### config.mk
export PLATFORM = sky130hd
export DESIGN_NAME = i2c_arbiter
export DESIGN_NICKNAME = d
export VERILOG_FILES = /design/src/rtl/i2c_arbiter.sv
export SDC_FILE = /design/constraint.sdc
export NUM_CORES = 1
export LEC_CHECK = 0
export CAP_MARGIN = 0
export CORE_MARGIN = 2
export CORE_UTILIZATION = 39
export DETAILED_ROUTE_END_ITERATION = 8
export GPL_ROUTABILITY_DRIVEN = 1
export GPL_TIMING_DRIVEN = 0
export PLACE_DENSITY = 0.78
export SKIP_CTS_REPAIR_TIMING = 1
export SLEW_MARGIN = 20
export SYNTH_ARGS = -nofsm -noshare
export SYNTH_HDL_FRONTEND = slang
export SYNTH_SLANG_ARGS = --single-unit
### constraint.sdc
create_clock -name clk -period 3.5 [get_ports clk]
set_input_delay 0.35 -clock clk [delete_from_list [all_inputs] [get_ports clk]]
set_output_delay 0.35 -clock clk [all_outputs]
set_load 0.02 [all_outputs]
### src/rtl/i2c_arbiter.sv
// i2c_arbiter
//   Two-requester, round-robin arbiter in front of a single-byte I2C master.
//   A winning requester's command is latched onto the master command
//   fields. The arbiter issues one START+STOP strobe and then waits for the
//   master to finish. If the master does not finish within TIMEOUT cycles,
//   the transaction is aborted. In either case the granted requester gets
//   a one-cycle done pulse together with its rdata, nack and tout results.
//
// Parameters
//   TIMEOUT    maximum WAIT-state cycles before abort (1..1023)
// Ports
//   clk        single clock, rising edge
//   reset      synchronous reset, active-low
//   req[1:0]   per-requester request, held until done[i]
//   rd_wr0/1   requester direction (1 = read)
//   addr0/1    requester 7-bit slave address
//   wdata0/1   requester write byte
//   gnt[1:0]   one-hot grant, START through DONE
//   done[1:0]  one-cycle completion pulse to the granted requester
//   rdata      read byte, valid with done
//   nack       slave NACK flag, valid with done
//   tout       timeout flag, valid with done
//   m_start    master start strobe
//   m_stop     master stop strobe
//   m_rd_wr    latched master direction
//   m_address  latched master address
//   m_din      latched master write byte
//   m_done     master end-of-transaction pulse
//   m_ack      master ack result (1 = ACK), qualified by m_done
//   m_dout     master read data, qualified by m_done
module i2c_arbiter #(
    parameter int unsigned TIMEOUT = 1023
) (
    input  logic       clk,
    input  logic       reset,
    input  logic [1:0] req,
    input  logic       rd_wr0,
    input  logic       rd_wr1,
    input  logic [6:0] addr0,
    input  logic [6:0] addr1,
    input  logic [7:0] wdata0,
    input  logic [7:0] wdata1,
    output logic [1:0] gnt,
    output logic [1:0] done,
    output logic [7:0] rdata,
    output logic       nack,
    output logic       tout,
    output logic       m_start,
    output logic       m_stop,
    output logic       m_rd_wr,
    output logic [6:0] m_address,
    output logic [7:0] m_din,
    input  logic       m_done,
    input  logic       m_ack,
    input  logic [7:0] m_dout
);

    localparam logic [1:0] IDLE  = 2'd0;
    localparam logic [1:0] START = 2'd1;
    localparam logic [1:0] WAIT  = 2'd2;
    localparam logic [1:0] DONE  = 2'd3;

    localparam logic [9:0] TIMEOUT_W = 10'(TIMEOUT);

    logic [1:0] state_q, state_d;
    logic       ptr_q, ptr_d;
    logic       win_q, win_d;
    logic [9:0] cnt_q, cnt_d;
    logic [1:0] gnt_q, gnt_d;
    logic [1:0] done_q, done_d;
    logic [7:0] rdata_q, rdata_d;
    logic       nack_q, nack_d;
    logic       tout_q, tout_d;
    logic       m_start_q, m_start_d;
    logic       m_stop_q, m_stop_d;
    logic       m_rd_wr_q, m_rd_wr_d;
    logic [6:0] m_address_q, m_address_d;
    logic [7:0] m_din_q, m_din_d;

    logic       sel;
    logic [9:0] cnt_inc;

    // A lone requester wins outright; on a tie the pointer decides.
    always_comb begin
        sel = 1'b0;
        unique case (req)
            2'b01:   sel = 1'b0;
            2'b10:   sel = 1'b1;
            2'b11:   sel = ptr_q;
            default: sel = 1'b0;
        endcase
    end

    assign cnt_inc = cnt_q + 10'd1;

    always_comb begin
        state_d     = state_q;
        ptr_d       = ptr_q;
        win_d       = win_q;
        cnt_d       = cnt_q;
        gnt_d       = gnt_q;
        done_d      = '0;
        rdata_d     = rdata_q;
        nack_d      = nack_q;
        tout_d      = tout_q;
        m_start_d   = 1'b0;
        m_stop_d    = 1'b0;
        m_rd_wr_d   = m_rd_wr_q;
        m_address_d = m_address_q;
        m_din_d     = m_din_q;

        // Outputs are registered, so strobes and pulses are set on the
        // transition into the state in which they must be visible.
        unique case (state_q)
            IDLE: begin
                if (req != 2'b00) begin
                    win_d       = sel;
                    gnt_d       = sel ? 2'b10 : 2'b01;
                    m_rd_wr_d   = sel ? rd_wr1 : rd_wr0;
                    m_address_d = sel ? addr1  : addr0;
                    m_din_d     = sel ? wdata1 : wdata0;
                    m_start_d   = 1'b1;
                    m_stop_d    = 1'b1;
                    state_d     = START;
                end
            end
            START: begin
                cnt_d   = '0;
                state_d = WAIT;
            end
            WAIT: begin
                cnt_d = cnt_inc;
                // m_done beats a simultaneous timeout.
                if (m_done) begin
                    rdata_d = m_dout;
                    nack_d  = ~m_ack;
                    tout_d  = 1'b0;
                    done_d  = gnt_q;
                    state_d = DONE;
                end else if (cnt_inc == TIMEOUT_W) begin
                    rdata_d = '0;
                    nack_d  = 1'b1;
                    tout_d  = 1'b1;
                    done_d  = gnt_q;
                    state_d = DONE;
                end
            end
            DONE: begin
                ptr_d   = ~win_q;
                gnt_d   = '0;
                state_d = IDLE;
            end
            default: state_d = IDLE;
        endcase
    end

    always_ff @(posedge clk) begin
        if (!reset) begin
            state_q     <= IDLE;
            ptr_q       <= 1'b0;
            win_q       <= 1'b0;
            cnt_q       <= '0;
            gnt_q       <= '0;
            done_q      <= '0;
            rdata_q     <= '0;
            nack_q      <= 1'b0;
            tout_q      <= 1'b0;
            m_start_q   <= 1'b0;
            m_stop_q    <= 1'b0;
            m_rd_wr_q   <= 1'b0;
            m_address_q <= '0;
            m_din_q     <= '0;
        end else begin
            state_q     <= state_d;
            ptr_q       <= ptr_d;
            win_q       <= win_d;
            cnt_q       <= cnt_d;
            gnt_q       <= gnt_d;
            done_q      <= done_d;
            rdata_q     <= rdata_d;
            nack_q      <= nack_d;
            tout_q      <= tout_d;
            m_start_q   <= m_start_d;
            m_stop_q    <= m_stop_d;
            m_rd_wr_q   <= m_rd_wr_d;
            m_address_q <= m_address_d;
            m_din_q     <= m_din_d;
        end
    end

    assign gnt       = gnt_q;
    assign done      = done_q;
    assign rdata     = rdata_q;
    assign nack      = nack_q;
    assign tout      = tout_q;
    assign m_start   = m_start_q;
    assign m_stop    = m_stop_q;
    assign m_rd_wr   = m_rd_wr_q;
    assign m_address = m_address_q;
    assign m_din     = m_din_q;

endmodule

Yosys cells after proc, flatten, opt, wreduce, memory -nomap -nowiden
Cells that the tools add are included.

storage, ports and cells
  flip-flop bits (word level) = 45
  output and inout port bits = 32
  logic and storage cells = 55

operators by class
  $add $sub $neg = 1
  equal/unequal tests = 8
  muxes and demuxes = 20
  bitwise logic cells = 2
  reductions and logical operators = 11

operators by type and width
  kind                                            number
  two-way mux 8 bit                               3
  one-hot mux 10 bit (2 select lines)             1
  two-way mux 2 bit                               7
  AND reduction 2 bit                             6
  adder 10 x 1 -> 10 bit (second input constant)  1
  == test 10 bit (second input constant)          1
  == test 2 bit (second input constant)           4
  one-hot mux 2 bit (4 select lines)              1
  nonzero test 2 bit                              4
  two-way mux 7 bit                               1
  two-way mux 1 bit                               5
  one-hot mux 2 bit (2 select lines)              1
  inequality test 3 bit (second input constant)   1
  == test 2 x 1 -> 1 bit (second input constant)  1
  zero test 2 bit                                 1
  inequality test 2 bit (second input constant)   1
  NOT 1 bit                                       2
  one-hot mux 1 bit (2 select lines)              1

Logic depth before layout (Yosys ltp)
Gate-level depths: netlist of the first run.

  depth in word-level cells = 5
  mapped depth = 8

Worst setup path after synthesis of the first run
Ideal clock, no wire load.

  path kind = reg-to-reg
  start point = register cnt_q[1]
  end point = register rdata_q[1] (netlist: rdata[1])
  arrival = 1.829 ns
  path slack = 1.554 ns
  cell stages (with the launch flop) = 9
  buffers on the path = 1
  period minus slack after synthesis = 1.946 ns
  cell sequence = dfxtp_1 > ha_1 > nand2_1 > nor3b_1 > o21ai_1 > a2111oi_4 > o21ai_2 > buf_6 > a32o_1

between the ends
  word-level cells in the longest chain between the ends = 4

ends and longest elaborated chain
  what                           RTL line  source
  from (decl)                    68        logic [9:0] cnt_q, cnt_d;
  from (signal assigned)         177       cnt_q <= cnt_d;
  adder 10 x 1 -> 10 bit         94        assign cnt_inc = cnt_q + 10'd1;
  == test 10 bit                 140       end else if (cnt_inc == TIMEOUT_W) begin
  nonzero test 2 bit (no line)   --
  AND reduction 2 bit (no line)  --
  to (signal assigned)           180       rdata_q <= rdata_d;
  to (decl)                      71        logic [7:0] rdata_q, rdata_d;

No other way between the ends.
A chain may end at the register's enable or synchronous reset.

Final worst setup path of the first run
  start point = register cnt_q[0]
  end point = register rdata_q[6] (netlist: rdata[6])

The elaborated chain is that of the path after synthesis.

==> results.json, run 1 <==
{
  "status": "finished, final reports clean",
  "nets": 364,
  "drt_first_pass_iters": 4,
  "power_switching_uw": 682.7,
  "synth_seq_cells": 45,
  "die_w_um": 76.82,
  "most-common-layout-cells": "clkdlybuf4s50_1 (76), dfxtp_1 (45), nor2_1 (31)",
  "syn_area_per_cell_um2": 9.032,
  "final_util": 0.5928,
  "grt_overflow": 0,
  "hold_viol_final": 0,
  "remaining_drc_errors": 0,
  "rows": 26,
  "required_ns": 3.69,
  "critPathCaptureType": "flip-flop",
  "tightest_slew_ns": 0.4889,
  "synth_fp_nets": 281,
  "clk_pin_slew_ns": 0.08,
  "n_fill_cell": 454,
  "use_met2": 0.2939,
  "synth_seq_area_share": 0.4356,
  "synth_top_cell_by_area": "dfxtp_1",
  "clkSinkCount": 45,
  "power_density_mw_per_mm2": 614.6,
  "global_route.usage.met3": 0.03765,
  "final_common_cell": "clkdlybuf4s50_1",
  "sw_frac_of_total": 0.3669,
  "hold_path_class": "flip-flop to flip-flop",
  "grt_max_degree": 15,
  "cts_buffers": 5,
  "n_antenna_cell": 0,
  "grt_pass1_vias": 1822,
  "slew_viol_final": 0,
  "design_area_mm2": 0.003028,
  "max_freq_ghz": 0.4536,
  "wl_per_cell_um": 13.11,
  "gp_congestion": 0.8230,
  "top_usage_layer": "met2",
  "power.leakage_uw": 0.001179,
  "syn_to_final_growth_pct": 46.40,
  "dieArea_mm2": 0.005901,
  "crit_fanout": 10,
  "initial_core_util": 0.4049,
  "ir_drop_uv": 310.5,
  "synth_cells": 229,
  "dp_hpwl_um": 3881,
  "yosys_warnings": 0,
  "grt_usage": 0.1689,
  "cts_buffer_depth": 2,
  "comb_power_share": 0.431,
  "startpoint_type": "flip-flop",
  "maxCapViolCount": 0,
  "antenna_found_initial": 0,
  "grt_util_met1": 0.2101,
  "ant_nets": 0,
  "cp.arrival_ns": 2.40,
  "dieHeight_um": 76.82,
  "rsz0062_at_grt": "false",
  "core-area_mm2": 0.005107,
  "clkLatencyLatePin_ns": 0.29,
  "netlist_area_mm2": 0.002068,
  "relSlewSlack": 0.6740,
  "synthTopCellsByArea": "dfxtp_1 (44%), mux2i_1 (8.7%), a211oi_1 (6.2%), nor2_1 (5.6%), a32o_1 (3.9%)",
  "pin_count": 78,
  "internal-power_uw": 1178,
  "setup-violations-final": 0,
  "critPathKind": "flip-flop to flip-flop",
  "cts_tree": "built",
  "clock_power_share": 0.208,
  "wl_um": 5020,
  "avgViaCountPerCell": 4.992,
  "cts_max_level": 2,
  "grt_pass1_wl_um": 8328,
  "cts-root-buf": "clkbuf_8",
  "seqPwrFrac": 0.361,
  "postPlaceCellArea_mm2": 0.002917,
  "drive_gt1_frac": 0.05751,
  "yosysUniqueCellTypes": 35,
  "synth_top_area_share": 0.4356,
  "vias": 1912,
  "clock_skew_ns": 0.006084,
  "drtIter0Drc": 87,
  "min_period_ns": 2.205,
  "fin_crit_sh": 0.6299,
  "portBuffers": 76,
  "setup-tns-final_ns": 0
}
kinds of logic (layout without fill, tap and decap cells):
group	count (synthesis)	count (layout)	share of synthesized area
multiplexers	18	18	0.08711
AO/OA/AOI/OAI	56	56	0.2051
XOR/XNOR	3	3	0.01271
buffers and inverters	28	112	0.05928
AND/OR/NAND/NOR	73	73	0.1639
adder cells (fa/ha/maj)	6	6	0.03630
flip-flops	45	45	0.4356
area by class of cell:
cell class | count | area (um2) | share of cell area
well taps | 70 | 87.58 | 0.02893
repair buffers | 76 | 760.7 | 0.2512
clock buffers | 6 | 72.57 | 0.02397
clock inverters | 2 | 38.79 | 0.01281
flip-flops and latches | 45 | 900.9 | 0.2975
plain buffers | 16 | 77.57 | 0.02562
inverters | 12 | 45.04 | 0.01488
multi-input cells | 156 | 1045 | 0.3450
Yosys cell counts:
| library cell | number |
|---|---|
| dfxtp_1 | 45 |
| nor2_1 | 31 |
| mux2i_1 | 18 |
| a211oi_1 | 17 |
| nand2_1 | 16 |
| inv_1 | 12 |
| a21oi_1 | 11 |
| clkbuf_1 | 10 |
| nor3_1 | 9 |
| a32o_1 | 8 |
| nand3_1 | 7 |
| ha_1 | 6 |
| o21ai_0 | 5 |
| o21a_1 | 4 |
| a21boi_0 | 3 |
| and3_1 | 3 |
| and3_4 | 2 |
| buf_2 | 2 |
| buf_4 | 2 |
| nor3b_1 | 2 |
| xnor2_1 | 2 |
| a2111o_1 | 1 |
| a2111oi_4 | 1 |
| a21o_1 | 1 |
| a22oi_1 | 1 |
| and2_1 | 1 |
| and4b_1 | 1 |
| buf_1 | 1 |
| buf_6 | 1 |
| nand3_2 | 1 |
| o21ai_1 | 1 |
| o21ai_2 | 1 |
| o22ai_1 | 1 |
| o31a_2 | 1 |
| xor2_1 | 1 |
layer usage:
| metal | vias up | share of wire |
|---|---|---|
| met5 | - | 0 |
| met4 | 0 | 0.015 |
| met3 | 9 | 0.043 |
| met2 | 50 | 0.49 |
| met1 | 874 | 0.45 |
| li1 | 979 | - |
registers in the layout (all words and copies together), names as in the netlist:
| signal | count |
|---|---|
| m_rd_wr | 1 |
| gnt | 2 |
| m_stop | 1 |
| nack | 1 |
| m_din | 8 |
| rdata | 8 |
| ptr_q | 1 |
| state_q | 2 |
| win_q | 1 |
| m_address | 7 |
| tout | 1 |
| cnt_q | 10 |
| done | 2 |
critical path, stage by stage (launching register included):
cell and delay, ns:
dfxtp_1 0.41, ha_1 0.32, nand2_1 0.13, nor3b_1 0.21, o21ai_1 0.12, a2111oi_4 0.41, o21ai_2 0.12, buf_6 0.15
a32o_1 0.25
stage by stage:
| stage | total power (uW) | cells | setup slack [ns] | hold WS, ns |
|---|---|---|---|---|
| after global placement | 1466 | 375 | 1.370 | 0.4293 |
| after floorplan | 1158 | 229 | 1.554 | 0.4502 |
| after detailed placement | 1489 | 375 | 1.347 | 0.4455 |
| after CTS | 1873 | 383 | 1.304 | 0.4578 |
| after global routing | 1988 | 383 | 1.115 | 0.4772 |
| final | 1861 | 383 | 1.296 | 0.4515 |
power groups by stage:
stage	Clock, uW	Sequential (uW)	Combinational (uW)
6_report	387	672	802
5_1_grt	420	687	881
4_1_cts	392	673	808
3_5_place_dp	0	684	804
3_3_place_gp	0	680	787
2_1_floorplan	0	783	374
worst paths after layout:
path,startpoint,endpoint,slack [ns],cells past startpoint
setup / recovery,cnt_q[0]$_SDFFE_PN0P_,rdata[6]$_SDFFE_PN0P_,1.30,8
hold reg to reg,nack$_SDFFE_PN0P_,nack$_SDFFE_PN0P_,0.45,2
hold / removal,nack$_SDFFE_PN0P_,nack$_SDFFE_PN0P_,0.45,2
setup reg to reg,cnt_q[0]$_SDFFE_PN0P_,rdata[6]$_SDFFE_PN0P_,1.30,8
No activity file was read; power rests on OpenSTA's default activity.
==> run 2: changes to the inputs <==
--- a/config.mk
+++ b/config.mk
@@ -11,7 +11,7 @@
 export DETAILED_ROUTE_END_ITERATION = 8
 export GPL_ROUTABILITY_DRIVEN = 1
 export GPL_TIMING_DRIVEN = 0
-export PLACE_DENSITY = 0.78
+export PLACE_DENSITY = 0.81
 export SKIP_CTS_REPAIR_TIMING = 1
 export SLEW_MARGIN = 20
 export SYNTH_ARGS = -nofsm -noshare
==> constraint.sdc (replaced) <==
create_clock -name clk -period 2 [get_ports clk]
set_input_delay 0.2 -clock clk [delete_from_list [all_inputs] [get_ports clk]]
set_output_delay 0.2 -clock clk [all_outputs]
set_load 0.02 [all_outputs]
==> run 2 against run 1 <==
Critical path depth down 1; final cell count up 1.8%; fmax up 13%; combinational power up 81%; core utilization up 1.7 points; sequential cell count unchanged; global-route usage up 0.74 points; non-clock buffer count up 7; register-to-register slack worse by 1.3 ns; sequential power up 76%; critical path type unchanged; highest routed layer unchanged.
==> results.json, run 2 (synthesis gave the netlist of run 1 again) <==
{
  "top_register": "cnt_q",
  "finalNonFillerCells": 390,
  "die_w_um": 76.82,
  "cp_top_family": "compound AO/OA/AOI/OAI gates",
  "dieHeight_um": 76.82,
  "drtIter0Drc": 110,
  "portBuffers": 76,
  "reg2regPathDepth": 7,
  "clkLatencyLatePin_ns": 0.30,
  "antenna_found_initial": 0,
  "gp_congestion": 0.8295,
  "rrSetupSlack_ns": 0.04,
  "core-area_mm2": 0.005107,
  "ir_drop_uv": 517.8,
  "cts-root-buf": "clkbuf_8",
  "final_common_cell": "clkdlybuf4s50_1",
  "setup-violations-final": 0,
  "rsz0062_at_grt": "true",
  "maxCapViolCount": 0,
  "drt_first_pass_iters": 4,
  "cp.arrival_ns": 2.15,
  "grt_max_degree": 15,
  "crit_path_start": "cnt_q[5]$_SDFFE_PN0P_",
  "wl_per_cell_um": 13.69,
  "vias": 1952,
  "fin_crit_sh": 0.9782,
  "rows": 26,
  "dp_hpwl_um": 3993,
  "p_total_uw": 3169,
  "wl_um": 5340,
  "dieArea_mm2": 0.005901,
  "grt_usage": 0.1763,
  "grt_pass1_wl_um": 8473,
  "drive_gt1_frac": 0.1188,
  "crit_chain": "and3_4, and3_4, a21o_1, a2111oi_4, o21ai_2, buf_6, a32o_1",
  "critPathKind": "flip-flop to flip-flop",
  "path_common_cell": "and3_4",
  "slowest_delay_ns": 0.44,
  "remaining_drc_errors": 0,
  "nets": 371,
  "hold_start": "reset",
  "syn_to_final_growth_pct": 50.64,
  "hold_path_class": "input port to flip-flop",
  "slowest_stage": "a2111oi_4",
  "cts_buffers": 5,
  "dp.cells": 375,
  "slew_viol_final": 0,
  "cp-endpoint": "rdata[2]$_SDFFE_PN0P_",
  "crit_buf_inv": 1,
  "cts_buffer_depth": 2,
  "min_period_ns": 1.956,
  "initial_core_util": 0.4049,
  "hold_viol_final": 0,
  "clock_skew_ns": 0.01027,
  "status": "finished, final reports clean",
  "cts_tree": "built",
  "relSlewSlack": 0.6761,
  "max_freq_ghz": 0.5112,
  "grt_overflow": 0,
  "tightest_slew_ns": 0.4859,
  "most-common-layout-cells": "clkdlybuf4s50_1 (76), dfxtp_1 (40), nor2_1 (31)",
  "power.leakage_uw": 0.001224,
  "largest_reg_flops": 10,
  "power_density_mw_per_mm2": 1017,
  "r2r_end": "rdata[2]$_SDFFE_PN0P_",
  "crit_fanout": 5,
  "clk_pin_slew_ns": 0.08,
  "r2r-start": "cnt_q[5]$_SDFFE_PN0P_",
  "n_antenna_cell": 0,
  "cp.depth": 7,
  "startpoint_type": "flip-flop",
  "setup-tns-final_ns": 0,
  "avgViaCountPerCell": 5.005,
  "grt_pass1_vias": 1865,
  "pin_count": 78,
  "critPathCaptureType": "flip-flop",
  "ant_nets": 0,
  "required_ns": 2.20,
  "cts_max_level": 2,
  "clkSinkCount": 45
}
-- run 2: cell type report --
| cell class | count | area, um2 |
|---|---|---|
| buffer | 16 | 85.08 |
| clock buffer | 6 | 72.57 |
| clock inverter | 2 | 15.01 |
| fill | 445 | 1992 |
| inverter | 12 | 45.04 |
| multi-input combinational | 156 | 1079 |
| sequential | 45 | 914.6 |
| tap | 70 | 87.58 |
| timing repair buffer | 83 | 817.0 |
-- run 2: metrics by stage --
stage | setup slack [ns] | util | hold WS [ns] | area, um2
global placement | -0.1211 | 0.5710 | 0.4285 | 2917
global route | -0.04305 | 0.6100 | 0.3916 | 3115
finish | 0.04369 | 0.6100 | 0.3873 | 3115
detailed placement | -0.1729 | 0.5710 | 0.4540 | 2917
floorplan | 0.05399 | - | 0.3002 | 2068
CTS | -0.1750 | 0.5882 | 0.3869 | 3004
-- run 2: where the power goes --
| group | switching [uW] | total (uW) | internal [uW] | leakage (uW) |
|---|---|---|---|---|
| Sequential | 101 | 1180 | 1080 | 0.000372 |
| Clock | 299 | 545 | 246 | 0.0000374 |
| Combinational | 811 | 1450 | 636 | 0.000815 |
| Total | 1210 | 3170 | 1960 | 0.00122 |
-- run 2: metal layers --
layer  vias to the layer above  global-route usage  share of wire
met5                         -                   0              0
met4                         0             0.07636          0.022
met3                        10             0.04471          0.038
met2                        47              0.3044           0.50
met1                       901              0.2057           0.44
li1                        994                   -              -
-- run 2: how the worst min path moves through the flow --
| stage | slack, ns | endpoint | depth (start not counted) |
|---|---|---|---|
| after CTS | 0.39 | rdata[1]$_SDFFE_PN0P_ | 2 |
| after detailed placement | 0.45 | done[0]$_SDFF_PN0_ | 2 |
| after global placement | 0.43 | nack$_SDFFE_PN0P_ | 2 |
| final | 0.39 | rdata[1]$_SDFFE_PN0P_ | 2 |
| after floorplan | 0.30 | tout$_SDFFE_PN0P_ | 1 |
| after global routing | 0.39 | rdata[1]$_SDFFE_PN0P_ | 2 |
